<file path="src/rtl/disp_pkg.sv">
// Shared constants for the 6-digit 7-segment display path: blank code,
// segment table and digit positions.
package disp_pkg;

    localparam int NUM_DIGITS = 6;

    localparam logic [3:0] BCD_BLANK = 4'hF;
    localparam logic [6:0] SEG_BLANK = 7'b000_0000;

    // Segment order {a,b,c,d,e,f,g}, 1 = lit
    localparam logic [6:0] SEG_DIGIT [0:9] = '{
        7'b111_1110, 7'b011_0000, 7'b110_1101, 7'b111_1001, 7'b011_0011,
        7'b101_1011, 7'b101_1111, 7'b111_0000, 7'b111_1111, 7'b111_1011
    };

    localparam logic [2:0] DIG_HT = 3'd0;
    localparam logic [2:0] DIG_HO = 3'd1;
    localparam logic [2:0] DIG_MT = 3'd2;
    localparam logic [2:0] DIG_MO = 3'd3;
    localparam logic [2:0] DIG_ST = 3'd4;
    localparam logic [2:0] DIG_SO = 3'd5;

    function automatic logic [NUM_DIGITS-1:0] digit_onehot(input logic [2:0] idx);
        return NUM_DIGITS'(1) << idx;
    endfunction

endpackage

</file>
<file path="src/rtl/bcd_to_seg7.sv">
// BCD to 7-segment decoder; codes above 9 produce a dark digit.
module bcd_to_seg7
    import disp_pkg::*;
(
    input  logic [3:0] bcd,
    output logic [6:0] seg
);

    always_comb begin
        seg = SEG_BLANK;
        if (bcd <= 4'd9) begin
            seg = SEG_DIGIT[bcd];
        end
    end

endmodule

</file>
<file path="src/rtl/bcd_scan_display.sv">
// Multiplexed 6-digit 7-segment scanner with per-frame snapshot, dead time,
// 4-level brightness PWM and leading-zero suppression.
module bcd_scan_display
    import disp_pkg::*;
#(
    parameter int SCAN_DIV       = 16,
    parameter int DEAD_CYCLES    = 1,
    parameter bit SEG_ACTIVE_LOW = 1'b0,
    parameter bit DIG_ACTIVE_LOW = 1'b0
)
(
    input  logic                  clk,
    input  logic                  rst,
    input  logic                  en,
    input  logic [3:0]            hour_tens,
    input  logic [3:0]            hour_ones,
    input  logic [3:0]            min_tens,
    input  logic [3:0]            min_ones,
    input  logic [3:0]            sec_tens,
    input  logic [3:0]            sec_ones,
    input  logic                  colon_on,
    input  logic                  lz_en,
    input  logic [1:0]            bright,
    output logic [6:0]            seg,
    output logic                  dp,
    output logic [NUM_DIGITS-1:0] dig_en,
    output logic                  frame_start
);

    localparam int CNT_W   = $clog2(SCAN_DIV);
    localparam int QUARTER = SCAN_DIV / 4;

    logic [CNT_W-1:0] slot_cnt_reg;
    logic [2:0]       digit_idx_reg;
    logic             slot_last;
    logic             frame_last;

    logic [3:0] digit_in     [NUM_DIGITS];
    logic [3:0] shadow_digit [NUM_DIGITS];
    logic       shadow_colon_reg;
    logic       shadow_lz_reg;
    logic [1:0] shadow_bright_reg;
    logic       shadow_valid_reg;

    assign digit_in[DIG_HT] = hour_tens;
    assign digit_in[DIG_HO] = hour_ones;
    assign digit_in[DIG_MT] = min_tens;
    assign digit_in[DIG_MO] = min_ones;
    assign digit_in[DIG_ST] = sec_tens;
    assign digit_in[DIG_SO] = sec_ones;

    assign slot_last  = (slot_cnt_reg == CNT_W'(SCAN_DIV - 1));
    assign frame_last = slot_last && (digit_idx_reg == DIG_SO);

    always_ff @(posedge clk) begin
        if (rst) begin
            slot_cnt_reg  <= '0;
            digit_idx_reg <= DIG_HT;
        end else begin
            slot_cnt_reg <= slot_last ? '0 : slot_cnt_reg + CNT_W'(1);
            if (slot_last) begin
                digit_idx_reg <= (digit_idx_reg == DIG_SO) ? DIG_HT : digit_idx_reg + 3'd1;
            end
        end
    end

    // Inputs are sampled only in the last cycle of a frame so a frame never tears
    for (genvar gi = 0; gi < NUM_DIGITS; gi++) begin : g_shadow
        logic [3:0] digit_reg;

        always_ff @(posedge clk) begin
            if (rst) begin
                digit_reg <= BCD_BLANK;
            end else if (frame_last) begin
                digit_reg <= digit_in[gi];
            end
        end

        assign shadow_digit[gi] = digit_reg;
    end

    // shadow_valid keeps the post-reset frame fully dark until a real snapshot exists
    always_ff @(posedge clk) begin
        if (rst) begin
            shadow_colon_reg  <= 1'b0;
            shadow_lz_reg     <= 1'b0;
            shadow_bright_reg <= 2'd0;
            shadow_valid_reg  <= 1'b0;
        end else if (frame_last) begin
            shadow_colon_reg  <= colon_on;
            shadow_lz_reg     <= lz_en;
            shadow_bright_reg <= bright;
            shadow_valid_reg  <= 1'b1;
        end
    end

    logic [3:0]            cur_bcd;
    logic [6:0]            dec_seg;
    logic [CNT_W-1:0]      quarter;
    logic                  lz_blank;
    logic                  slot_on;
    logic [6:0]            seg_next;
    logic                  dp_next;
    logic [NUM_DIGITS-1:0] dig_en_next;
    logic                  frame_start_next;

    assign cur_bcd = shadow_digit[digit_idx_reg];

    bcd_to_seg7 u_dec (
        .bcd (cur_bcd),
        .seg (dec_seg)
    );

    assign quarter  = slot_cnt_reg / CNT_W'(QUARTER);
    assign lz_blank = shadow_lz_reg && (digit_idx_reg == DIG_HT) && (cur_bcd == 4'd0);
    assign slot_on  = en && shadow_valid_reg
                   && (slot_cnt_reg >= CNT_W'(DEAD_CYCLES))
                   && (quarter <= CNT_W'(shadow_bright_reg));

    always_comb begin
        seg_next         = SEG_BLANK;
        dp_next          = 1'b0;
        dig_en_next      = '0;
        frame_start_next = (slot_cnt_reg == '0) && (digit_idx_reg == DIG_HT);
        if (slot_on) begin
            seg_next    = lz_blank ? SEG_BLANK : dec_seg;
            dp_next     = shadow_colon_reg && (digit_idx_reg == DIG_HO || digit_idx_reg == DIG_MO);
            dig_en_next = digit_onehot(digit_idx_reg);
        end
    end

    logic [6:0]            seg_reg;
    logic                  dp_reg;
    logic [NUM_DIGITS-1:0] dig_en_reg;
    logic                  frame_start_reg;

    always_ff @(posedge clk) begin
        if (rst) begin
            seg_reg         <= {7{SEG_ACTIVE_LOW}};
            dp_reg          <= SEG_ACTIVE_LOW;
            dig_en_reg      <= {NUM_DIGITS{DIG_ACTIVE_LOW}};
            frame_start_reg <= 1'b0;
        end else begin
            seg_reg         <= seg_next ^ {7{SEG_ACTIVE_LOW}};
            dp_reg          <= dp_next ^ SEG_ACTIVE_LOW;
            dig_en_reg      <= dig_en_next ^ {NUM_DIGITS{DIG_ACTIVE_LOW}};
            frame_start_reg <= frame_start_next;
        end
    end

    assign seg         = seg_reg;
    assign dp          = dp_reg;
    assign dig_en      = dig_en_reg;
    assign frame_start = frame_start_reg;

endmodule

</file>
<file path="config.mk">
export PLATFORM = sky130hd
export DESIGN_NAME = bcd_scan_display
export DESIGN_NICKNAME = d
export VERILOG_FILES = /design/src/rtl/disp_pkg.sv /design/src/rtl/bcd_to_seg7.sv /design/src/rtl/bcd_scan_display.sv
export SDC_FILE = /design/constraint.sdc
export NUM_CORES = 1
export LEC_CHECK = 0
export BUFFER_PORTS_ARGS = -buffer_cell sky130_fd_sc_hd__clkbuf_2
export CAP_MARGIN = 20
export CORE_MARGIN = 3
export CORE_UTILIZATION = 50
export DETAILED_ROUTE_END_ITERATION = 10
export PLACE_DENSITY = 0.72
export SLEW_MARGIN = 20
export SYNTH_ARGS = -nofsm -noshare
export SYNTH_HDL_FRONTEND = slang
export SYNTH_HIERARCHICAL = 1
export SYNTH_SLANG_ARGS = --single-unit
</file>
<file path="constraint.sdc">
create_clock -name clk -period 2.9 [get_ports clk]
set_input_delay 0.29 -clock clk [delete_from_list [all_inputs] [get_ports clk]]
set_output_delay 0.29 -clock clk [all_outputs]
set_load 0.01 [all_outputs]
</file>
==> impl_metrics.csv, run 1 <==
group,metric,value,unit
setup_path,rr_endpoint,"seg[3]",
detailed_routing,drt-total-wl,4.58,mm
setup_path,crit_type,"reg -> reg",
timing,hold_viol_final,0,
global_routing,grt_max_degree,38,
logic_synthesis,synth_cell_types,40,
clock_tree,cts_max_level,2,
timing,hold_slack,0.216,ns
logic_synthesis,yosysSeqAreaShare,41.4,%
timing,setup_ws,0.409,ns
hold_path,hold_class,"in -> reg",
floorplanning,start_util,54.0,%
pwr,vdd_drop_max,211,uV
floorplanning,die_h,76.2,um
pwr,switchingPower,0.256,mW
floorplanning,die-area,5810,um^2
place,port_buffers,45,
logic_synthesis,yosysTopAreaCell,"dfxtp_1",
finish,fillers,441,
logic_synthesis,postSynthCellCount,269,
logic_synthesis,synth.area.top_cells,"dfxtp_1 41%, mux2i_1 16%, nor2_1 8.7%",
clock_tree,cts.sinks,51,
finish,regArea,1020,um^2
run,cap_violations,0,
setup_path,rrSetupSlack,0.41,ns
finish,layout_common_cells,"56 x nor2_1, 49 x dfxtp_1, 45 x clkbuf_2, 39 x mux2i_1, 15 x o21ai_0",
setup_path,end_kind,"flop",
clock_tree,holdBufCountCts,0,
timing,finalSetupTns,0,ns
timing,rsz0062_at_grt,"no",
timing,tightest_slew,0.880,ns
clock_tree,cts-root-buf,"clkbuf_8",
clock_tree,cts_tree,"yes",
finish,layout_commonest_cell,"nor2_1",
setup_path,cp-start-kind,"flop",
logic_synthesis,ys_warn_count,6,
pwr,p_seq_share,61.0,%
timing,max_freq,401,MHz
finish,synthToLayoutAreaGrowth,13.8,%
place,post-place-ws,0.242,ns
detailed_routing,drt_iter0_markers,95,
pwr,pwr-share-comb,6.0,%
floorplanning,die_w,76.2,um
status,status,"completed",
pwr,clkPwrFrac,33.0,%
timing,final.min_clock_period,2.49,ns
logic_synthesis,syn_area_per_cell,9.16,um^2
detailed_routing,avgRoutedWirePerCell,12.2,um
clock_tree,clock_latency,0.30,ns
clock_tree,clockBufferDepth,2,
setup_path,cp.arrival,2.70,ns
global_routing,globalRouteTotalUtil,16.9,%
floorplanning,row_count,24,
place,gp_congestion,0.819,
floorplanning,io_pins,46,
finish,layout.nets,351,
detailed_routing,vias,1921,
logic_synthesis,syn_nets,312,
timing,drv_slew,0,
logic_synthesis,synth_top_cell_area_share,41.4,%
clock_tree,cts_made_buffers,5,
place,dp_hpwl,3.39,mm
clock_tree,clkTransAtPathRegs,0.09,ns
detailed_routing,dr.pass1.iters,4,
global_routing,grt_pass1_vias,1821,
timing,fin_crit_sh,85.9,%
global_routing,grt_pass1_wl,8.10,mm
pwr,pwr_density_cell,415,nW/um^2
hold_path,hold-path-cell-count,3,
pwr,p_int,0.907,mW
floorplanning,core,4560,um^2
finish,drive_gt1_share,21.7,%
finish,multi_input_area,1320,um^2
detailed_routing,vias_per_cell,5.14,
pwr,leakagePower,1.10,nW
hold_path,whs_endpoint,"shadow_bright_reg[0]",
logic_synthesis,ys_ff_latch,51,
setup_path,reg2reg_depth,8,
hold_path,holdCritStartpoint,"bright[0]",
global_routing,grt_overflow,0,
finish,largest_reg_flops,24,
timing,relSlewSlack,40.7,%
finish,insertedDiodeCount,0,
setup_path,regToRegStartpoint,"digit_idx_reg[0]",
setup_path,required,3.11,ns
logic_synthesis,syn_area,2460,um^2
setup_path,path_max_fanout,13,
setup_path,cp-startpoint,"digit_idx_reg[0]",
pwr,switching_share,22.0,%
detailed_routing,drc_errors,0,
global_routing,antenna_found_initial,0,
timing,finClkSkew,0.00993,ns
timing,setup_violations,0,
detailed_routing,drtAntennaViolNets,0,
-- power groups by stage --
stage          sequential (mW)  combinational, mW  clock, mW
2_1_floorplan            0.726             0.0403          0
3_3_place_gp             0.726             0.0695          0
3_5_place_dp             0.726             0.0698          0
4_1_cts                  0.709             0.0702      0.399
5_1_grt                  0.711             0.0810      0.430
6_report                 0.709             0.0699      0.384
-- worst max-delay path: stages (launching register included) --
cell and delay [ns]:
dfxtp_2 0.42, or2_2 0.38, o21ai_0 0.50, inv_1 0.18, ha_1 0.35, inv_1 0.04
a221oi_1 0.24, o21ai_0 0.12, nor3_1 0.17
-- stage by stage --
stage	instance area, um^2	std cells	total power, mW	util (%)
floorplan	2460	269	0.766	-
global placement	2720	366	0.795	59.6
detailed placement	2720	366	0.796	59.6
CTS	2800	374	1.18	61.4
global route	2800	374	1.22	61.4
finish	2800	374	1.16	61.4
-- synth_stat cells --
| master | count |
|---|---|
| nor2_1 | 57 |
| dfxtp_1 | 51 |
| mux2i_1 | 39 |
| o21ai_0 | 15 |
| ha_1 | 12 |
| nor3_1 | 11 |
| clkbuf_1 | 10 |
| inv_1 | 9 |
| a21oi_1 | 8 |
| nand2b_1 | 8 |
| buf_2 | 4 |
| o22a_1 | 4 |
| nor4b_1 | 3 |
| a221oi_1 | 2 |
| buf_4 | 2 |
| buf_6 | 2 |
| nand2_1 | 2 |
| nand3b_1 | 2 |
| nor2b_1 | 2 |
| nor3b_1 | 2 |
| nor4_1 | 2 |
| or4_1 | 2 |
| or4b_2 | 2 |
| xnor2_1 | 2 |
| a22oi_1 | 1 |
| a2bb2oi_1 | 1 |
| and2_1 | 1 |
| and2_4 | 1 |
| and3_2 | 1 |
| nand3_1 | 1 |
| nand3b_4 | 1 |
| nand4_1 | 1 |
| nor4_4 | 1 |
| o21ba_2 | 1 |
| o21bai_1 | 1 |
| o22ai_1 | 1 |
| o31ai_1 | 1 |
| or2_2 | 1 |
| or3_1 | 1 |
| or4b_1 | 1 |
-- how the worst max path moves through the flow --
stage	endpoint	slack, ns	cells after the start
floorplan	seg[3]	0.65	11
global placement	seg[3]	0.42	10
detailed placement	seg[3]	0.24	9
CTS	seg[3]	0.21	9
global route	seg[6]	0.19	8
finish	seg[3]	0.41	8
-- cell families after synthesis --
family / count (synthesis) / synth area share, %
simple gates: 103 / 21.9
buf+inv: 27 / 5.23
compound gates: 35 / 8.74
mux: 39 / 15.8
fa+ha+maj: 12 / 6.09
xor+xnor: 2 / 0.711
flops: 51 / 41.4
-- layer usage --
layer / part of all wire, % / GRT usage, %
met1: 48 / 22.0
met3: 5.9 / 4.61
met2: 44 / 26.4
met5: 0 / 0
met4: 1.6 / 7.25
-- repair_timing --
item	4_1_cts	5_1_grt
buffers inserted	0	0
endpoints found under the setup margin	0	2
resized for setup	0	2
-- cell type report --
class,count,share of cell area (%)
flip-flops and latches,51,36.5
repair buffers,50,9.37
clock buffers,7,2.72
inverters,9,1.20
clock inverters,1,0.178
well taps,65,2.90
multi-input cells,191,47.1
(Power assumes the default switching activity.)
==> run 2: changes to the inputs <==
Settings changed: MAX_ROUTING_LAYER set to met4, SYNTH_HIERARCHICAL 1 to not set.
==> run 2 against run 1 <==
  * Global-route usage rose by 1.6 points
  * First-iteration DRC count rose by 24%
  * Largest power group unchanged
  * Synthesized cell count fell by 16%
  * Power rose by 5.6%
  * Critical endpoint is now seg[4]
  * Via count fell by 9.8%
  * Clock power rose by 22%
  * Sequential share of layout area rose by 0.98 points
==> impl_metrics.csv, run 2 <==
group,metric,value,unit
status,status,"completed",
finish,layout_common_cells,"51 x dfxtp_1, 45 x clkbuf_2, 28 x nor2b_1, 24 x a211o_1, 14 x nor2_1",
global_routing,antenna_found_initial,0,
timing,finClkSkew,0.0111,ns
detailed_routing,top_layer_used,"met4",
setup_path,required,3.10,ns
setup_path,cp-start-kind,"flop",
setup_path,path_cells,"mux4_1 > o2bb2ai_1 > inv_1 > ha_1 > nor2_1 > a211oi_1 > a211oi_1 > buf_4 > a311oi_1",
global_routing,grt_overflow,0,
detailed_routing,vias_per_cell,5.33,
timing,drv_slew,0,
setup_path,rr_endpoint,"seg[4]",
setup_path,cp.arrival,2.81,ns
pwr,leakagePower,1.03,nW
detailed_routing,met1_length,2.28,mm
logic_synthesis,synth_top_cell_area_share,44.0,%
detailed_routing,wl_met2,1.99,mm
timing,final.min_clock_period,2.61,ns
finish,insertedDiodeCount,0,
setup_path,end_kind,"flop",
floorplanning,start_util,52.5,%
detailed_routing,wl_met3,184,um
timing,hold_slack,0.187,ns
floorplanning,die_h,74.1,um
hold_path,hold_class,"in -> reg",
logic_synthesis,syn_area_per_cell,10.3,um^2
finish,layout.nets,316,
hold_path,hold-path-cell-count,2,
timing,setup_ws,0.291,ns
clock_tree,cts_resized,0,
setup_path,cpPeakStageDelay,0.61,ns
setup_path,crit_type,"reg -> reg",
logic_synthesis,synth.area.top_cells,"dfxtp_1 44%, a211o_1 9.1%, nor2b_1 7.6%",
hold_path,holdCritStartpoint,"hour_ones[0]",
timing,max_freq,383,MHz
logic_synthesis,synth_fa_ha_area_share,6.48,%
detailed_routing,vias,1733,
logic_synthesis,async_reset_ff_share,0,%
clock_tree,clock_latency,0.30,ns
pwr,switchingPower,0.245,mW
logic_synthesis,syn_nets,269,
timing,rsz0062_at_grt,"no",
setup_path,path_common_cell,"a211oi_1",
clock_tree,cts.sinks,51,
logic_synthesis,synthSimpleGateAreaFrac,17.6,%
timing,tightest_slew,0.563,ns
place,port_buffers,45,
finish,layout_commonest_cell,"dfxtp_1",
pwr,vdd_drop_max,356,uV
setup_path,regToRegStartpoint,"digit_idx_reg[0]",
clock_tree,cts-root-buf,"clkbuf_8",
global_routing,globalRouteTotalUtil,18.6,%
floorplanning,row_count,24,
timing,finalSetupTns,0,ns
clock_tree,cts_max_level,2,
detailed_routing,drt_iter0_markers,118,
pwr,clkPwrFrac,38.2,%
pwr,pwr-share-comb,4.1,%
setup_path,reg2reg_depth,9,
logic_synthesis,synth_top_family_by_area,"compound AO/OA/AOI/OAI gates",
detailed_routing,drc_errors,0,
clock_tree,holdBufCountCts,0,
timing,hold_viol_final,0,
logic_synthesis,yosysTopAreaCell,"dfxtp_1",
finish,synthToLayoutAreaGrowth,17.5,%
pwr,p_seq_share,57.7,%
clock_tree,cts_tree,"yes",
clock_tree,cts_setup_buffers,0,
run,cap_violations,0,
logic_synthesis,synth_compound_area_share,18.3,%
clock_tree,clockBufferDepth,2,
floorplanning,io_pins,46,
logic_synthesis,syn_area,2320,um^2
logic_synthesis,synth-main-ff-cell,"dfxtp_1",
pwr,power,1.23,mW
floorplanning,die-area,5490,um^2
detailed_routing,dr.pass1.iters,4,
logic_synthesis,yosysSeqAreaShare,44.0,%
global_routing,grt_pass1_wl,7.73,mm
setup_path,cpMaxStageDelayCell,"mux4_1",
logic_synthesis,synth-edff-count,0,
detailed_routing,drtAntennaViolNets,0,
setup_path,path_max_fanout,10,
logic_synthesis,synth-xor-area-share,0.756,%
logic_synthesis,synth_common_cells,"51 x dfxtp_1, 28 x nor2b_1, 24 x a211o_1",
place,gp_congestion,0.837,
logic_synthesis,ys_warn_count,0,
place,post-place-ws,0.291,ns
timing,setup_violations,0,
logic_synthesis,yosysMostFrequentCell,"dfxtp_1",
pwr,switching_share,20.0,%
logic_synthesis,synth_cell_types,42,
logic_synthesis,ys_ff_latch,51,
clock_tree,cts_made_buffers,5,
finish,largest_reg_flops,24,
floorplanning,die_w,74.1,um
logic_synthesis,muxShareOfSynthArea,8.09,%
setup_path,cp_top_family,"compound AO/OA/AOI/OAI gates",
pwr,p_int,0.983,mW
timing,relSlewSlack,62.1,%
setup_path,rrSetupSlack,0.29,ns
finish,fillers,403,
logic_synthesis,postSynthCellCount,226,
pwr,pwr_density_cell,451,nW/um^2
place,dp_hpwl,3.32,mm
detailed_routing,drt-total-wl,4.51,mm
timing,fin_crit_sh,90.0,%
setup_path,worstPathBufferInverterCount,2,
detailed_routing,avgRoutedWirePerCell,13.9,um
floorplanning,core,4410,um^2
hold_path,whs_endpoint,"g_shadow[1].digit_reg[0]",
clock_tree,clkTransAtPathRegs,0.09,ns
global_routing,grt_pass1_vias,1661,
global_routing,grt_max_degree,38,
finish,drive_gt1_share,26.0,%
[run 2: power groups by stage]
stage / clock network (mW) / logic [mW] / registers [mW]
after floorplan: 0 / 0.0224 / 0.725
after global placement: 0 / 0.0502 / 0.725
after detailed placement: 0 / 0.0509 / 0.725
after CTS: 0.479 / 0.0509 / 0.709
after global routing: 0.507 / 0.0578 / 0.710
final: 0.469 / 0.0507 / 0.709
[run 2: worst max-delay path by stage]
stage,startpoint,endpoint,slack (ns),depth (start not counted)
6_report,digit_idx_reg[0],seg[4],0.29,9
5_1_grt,digit_idx_reg[0],seg[4],0.06,9
4_1_cts,digit_idx_reg[0],seg[4],0.26,9
3_5_place_dp,digit_idx_reg[0],seg[4],0.29,9
3_3_place_gp,digit_idx_reg[0],seg[5],0.49,9
2_1_floorplan,digit_idx_reg[1],seg[5],0.17,9
[run 2: cell families (layout without fill, tap and decap cells)]
logic type | after synthesis | in the layout
multiplexers | 13 | 13
XOR/XNOR | 2 | 2
adder cells (fa/ha/maj) | 12 | 12
buffers and inverters | 24 | 71
AO/OA/AOI/OAI | 50 | 50
flip-flops | 51 | 51
AND/OR/NAND/NOR | 74 | 74
[run 2: cell type report]
| cell class | count | area, um^2 | share of cell area [%] |
|---|---|---|---|
| clock buffer | 6 | 72.6 | 2.66 |
| clock inverter | 1 | 30.0 | 1.10 |
| inverter | 10 | 37.5 | 1.38 |
| multi-input combinational | 151 | 1190 | 43.8 |
| sequential | 51 | 1020 | 37.5 |
| tap | 52 | 65.1 | 2.39 |
| timing repair buffer | 54 | 305 | 11.2 |
[run 2: metrics by stage]
step                area [um^2]  std cells  utilization (%)
floorplan                  2320        226                -
global route               2720        325             61.7
global placement           2620        318             59.4
CTS                        2720        325             61.7
finish                     2720        325             61.7
detailed placement         2620        318             59.4
[run 2: routing by layer]
metal  track usage (%)  vias to the layer above
li1                  -                      907
met1              25.1                      789
met2              28.1                       33
met3              3.92                        4
met4              5.03                        0
met5                 -                        -
==> run 3: changes to the inputs <==
Clock period 2.9 ns to 2.96 ns, I/O delays scaled along.
==> run 3 against run 2 <==
  * Register-to-register slack improved by 0.06 ns
  * Critical path depth unchanged
  * Sequential cell count unchanged
  * Global-route usage decreased by 0.57 points
  * Design area decreased by 0.41%
  * Maximum frequency increased by 0.11%
  * Combinational power decreased by 3%
  * Clock power decreased by 1%
  * Sequential share of layout area increased by 0.16 points
  * Highest routed layer unchanged
==> impl_metrics.csv, run 3 (synthesis gave the netlist of run 2 again) <==
group,metric,value,unit
detailed_routing,dr.pass1.iters,4,
timing,max_freq,384,MHz
status,status,"completed",
floorplanning,io_pins,46,
finish,largest_reg_flops,24,
timing,tightest_slew,0.521,ns
detailed_routing,drtAntennaViolNets,0,
detailed_routing,avgRoutedWirePerCell,13.6,um
clock_tree,cts_made_buffers,5,
setup_path,cpPeakStageDelay,0.57,ns
pwr,power,1.21,mW
timing,rsz0062_at_grt,"no",
clock_tree,cts-root-buf,"clkbuf_8",
setup_path,cp.arrival,2.79,ns
global_routing,antenna_found_initial,0,
timing,setup_violations,0,
clock_tree,cts_resized,0,
finish,layout_commonest_cell,"dfxtp_1",
floorplanning,start_util,52.5,%
pwr,leakagePower,1.02,nW
setup_path,path_max_fanout,10,
global_routing,grt_pass1_wl,7.33,mm
pwr,vdd_drop_max,289,uV
timing,relSlewSlack,65.2,%
detailed_routing,drt_iter0_markers,102,
timing,fin_crit_sh,88.0,%
finish,layout_common_cells,"51 x dfxtp_1, 45 x clkbuf_2, 28 x nor2b_1, 24 x a211o_1, 14 x nor2_1",
setup_path,required,3.14,ns
pwr,p_seq_share,57.5,%
floorplanning,die-area,5490,um^2
setup_path,path_cells,"mux4_2 > a22oi_1 > inv_1 > ha_1 > nor2_1 > o211ai_1 > a211oi_1 > buf_4 > a211oi_1",
floorplanning,die_w,74.1,um
place,gp_congestion,0.819,
pwr,switchingPower,0.246,mW
finish,regArea,1020,um^2
setup_path,path_common_cell,"a211oi_1",
timing,drv_slew,0,
global_routing,grt_overflow,0,
detailed_routing,vias,1738,
floorplanning,row_count,24,
pwr,clkPwrFrac,38.4,%
place,port_buffers,45,
timing,finalSetupTns,0,ns
setup_path,cpMaxStageDelayCell,"dfxtp_1",
finish,insertedDiodeCount,0,
clock_tree,clock_latency,0.30,ns
timing,finClkSkew,0.00545,ns
place,dp_hpwl,3.16,mm
finish,layout.nets,314,
detailed_routing,vias_per_cell,5.38,
clock_tree,cts_max_level,2,
pwr,pwr_density_cell,445,nW/um^2
setup_path,rrSetupSlack,0.35,ns
timing,hold_viol_final,0,
global_routing,globalRouteTotalUtil,18.0,%
clock_tree,clkTransAtPathRegs,0.09,ns
detailed_routing,drt-total-wl,4.38,mm
clock_tree,clockBufferDepth,2,
run,cap_violations,0,
finish,fillers,401,
finish,synthToLayoutAreaGrowth,17.0,%
clock_tree,cts_tree,"yes",
detailed_routing,drc_errors,0,
setup_path,end_kind,"flop",
pwr,p_int,0.962,mW
pwr,pwr-share-comb,4.1,%
clock_tree,cts_setup_buffers,0,
clock_tree,holdBufCountCts,0,
setup_path,crit_type,"reg -> reg",
pwr,switching_share,20.4,%
floorplanning,core,4410,um^2
clock_tree,cts.sinks,51,
hold_path,hold_class,"in -> reg",
global_routing,grt_pass1_vias,1555,
finish,drive_gt1_share,25.8,%
finish,multi_input_area,1190,um^2
floorplanning,die_h,74.1,um
global_routing,grt_max_degree,38,
setup_path,cp-start-kind,"flop",
timing,final.min_clock_period,2.61,ns
==> run 3: cell types whose count changed in the layout (fill, tap and decap cells not counted) <==
cell / change
buf_4: -2
clkbuf_1: -1
clkinvlp_4: +1
==> run 3: layer usage <==
metal  routed length (um)  GRT usage [%]  vias to the layer above
li1                     -              -                      895
met1                 2100           24.2                      781
met2                 1910           25.6                       51
met3                  268           4.73                       11
met4                   97           7.24                        0
met5                    0              -                        -
==> run 3: worst paths after layout <==
kind,startpoint,end,depth (start not counted)
setup / recovery,digit_idx_reg[0],seg[0],9
hold / removal,min_ones[3],g_shadow[3].digit_reg[3],2
setup reg to reg,digit_idx_reg[0],seg[0],9
hold reg to reg,shadow_valid_reg,shadow_valid_reg,2
==> run 3: final cells by class <==
type / instances / area share, %
flip-flops and latches: 51 / 37.6
clock buffers: 5 / 2.54
clock inverters: 2 / 1.38
repair buffers: 52 / 10.7
multi-input cells: 151 / 44.0
inverters: 10 / 1.38
well taps: 52 / 2.40
==> run 3: worst max-delay path: cells and delay by family, from the launching register on <==
kind / cells / cell delay [ns]
buf+inv: 2 / 0.32
flops: 1 / 0.57
simple gates: 1 / 0.13
mux: 1 / 0.37
compound gates: 4 / 0.84
fa+ha+maj: 1 / 0.26
==> run 3: power by group through the flow <==
stage | registers (mW) | clock network, mW | logic [mW]
after CTS | 0.695 | 0.484 | 0.0498
after detailed placement | 0.711 | 0 | 0.0496
after global routing | 0.696 | 0.510 | 0.0570
after global placement | 0.711 | 0 | 0.0493
final | 0.695 | 0.464 | 0.0492
after floorplan | 0.711 | 0 | 0.0220
==> run 3: metrics by stage <==
step	hold WS (ns)	setup slack, ns	util, %	std cells	instance area [um^2]
floorplan	0.414	0.235	-	226	2320
global placement	0.451	0.495	59.0	316	2610
detailed placement	0.466	0.367	59.0	316	2610
CTS	0.181	0.347	61.5	323	2710
global route	0.186	0.128	61.5	323	2710
finish	0.187	0.354	61.5	323	2710
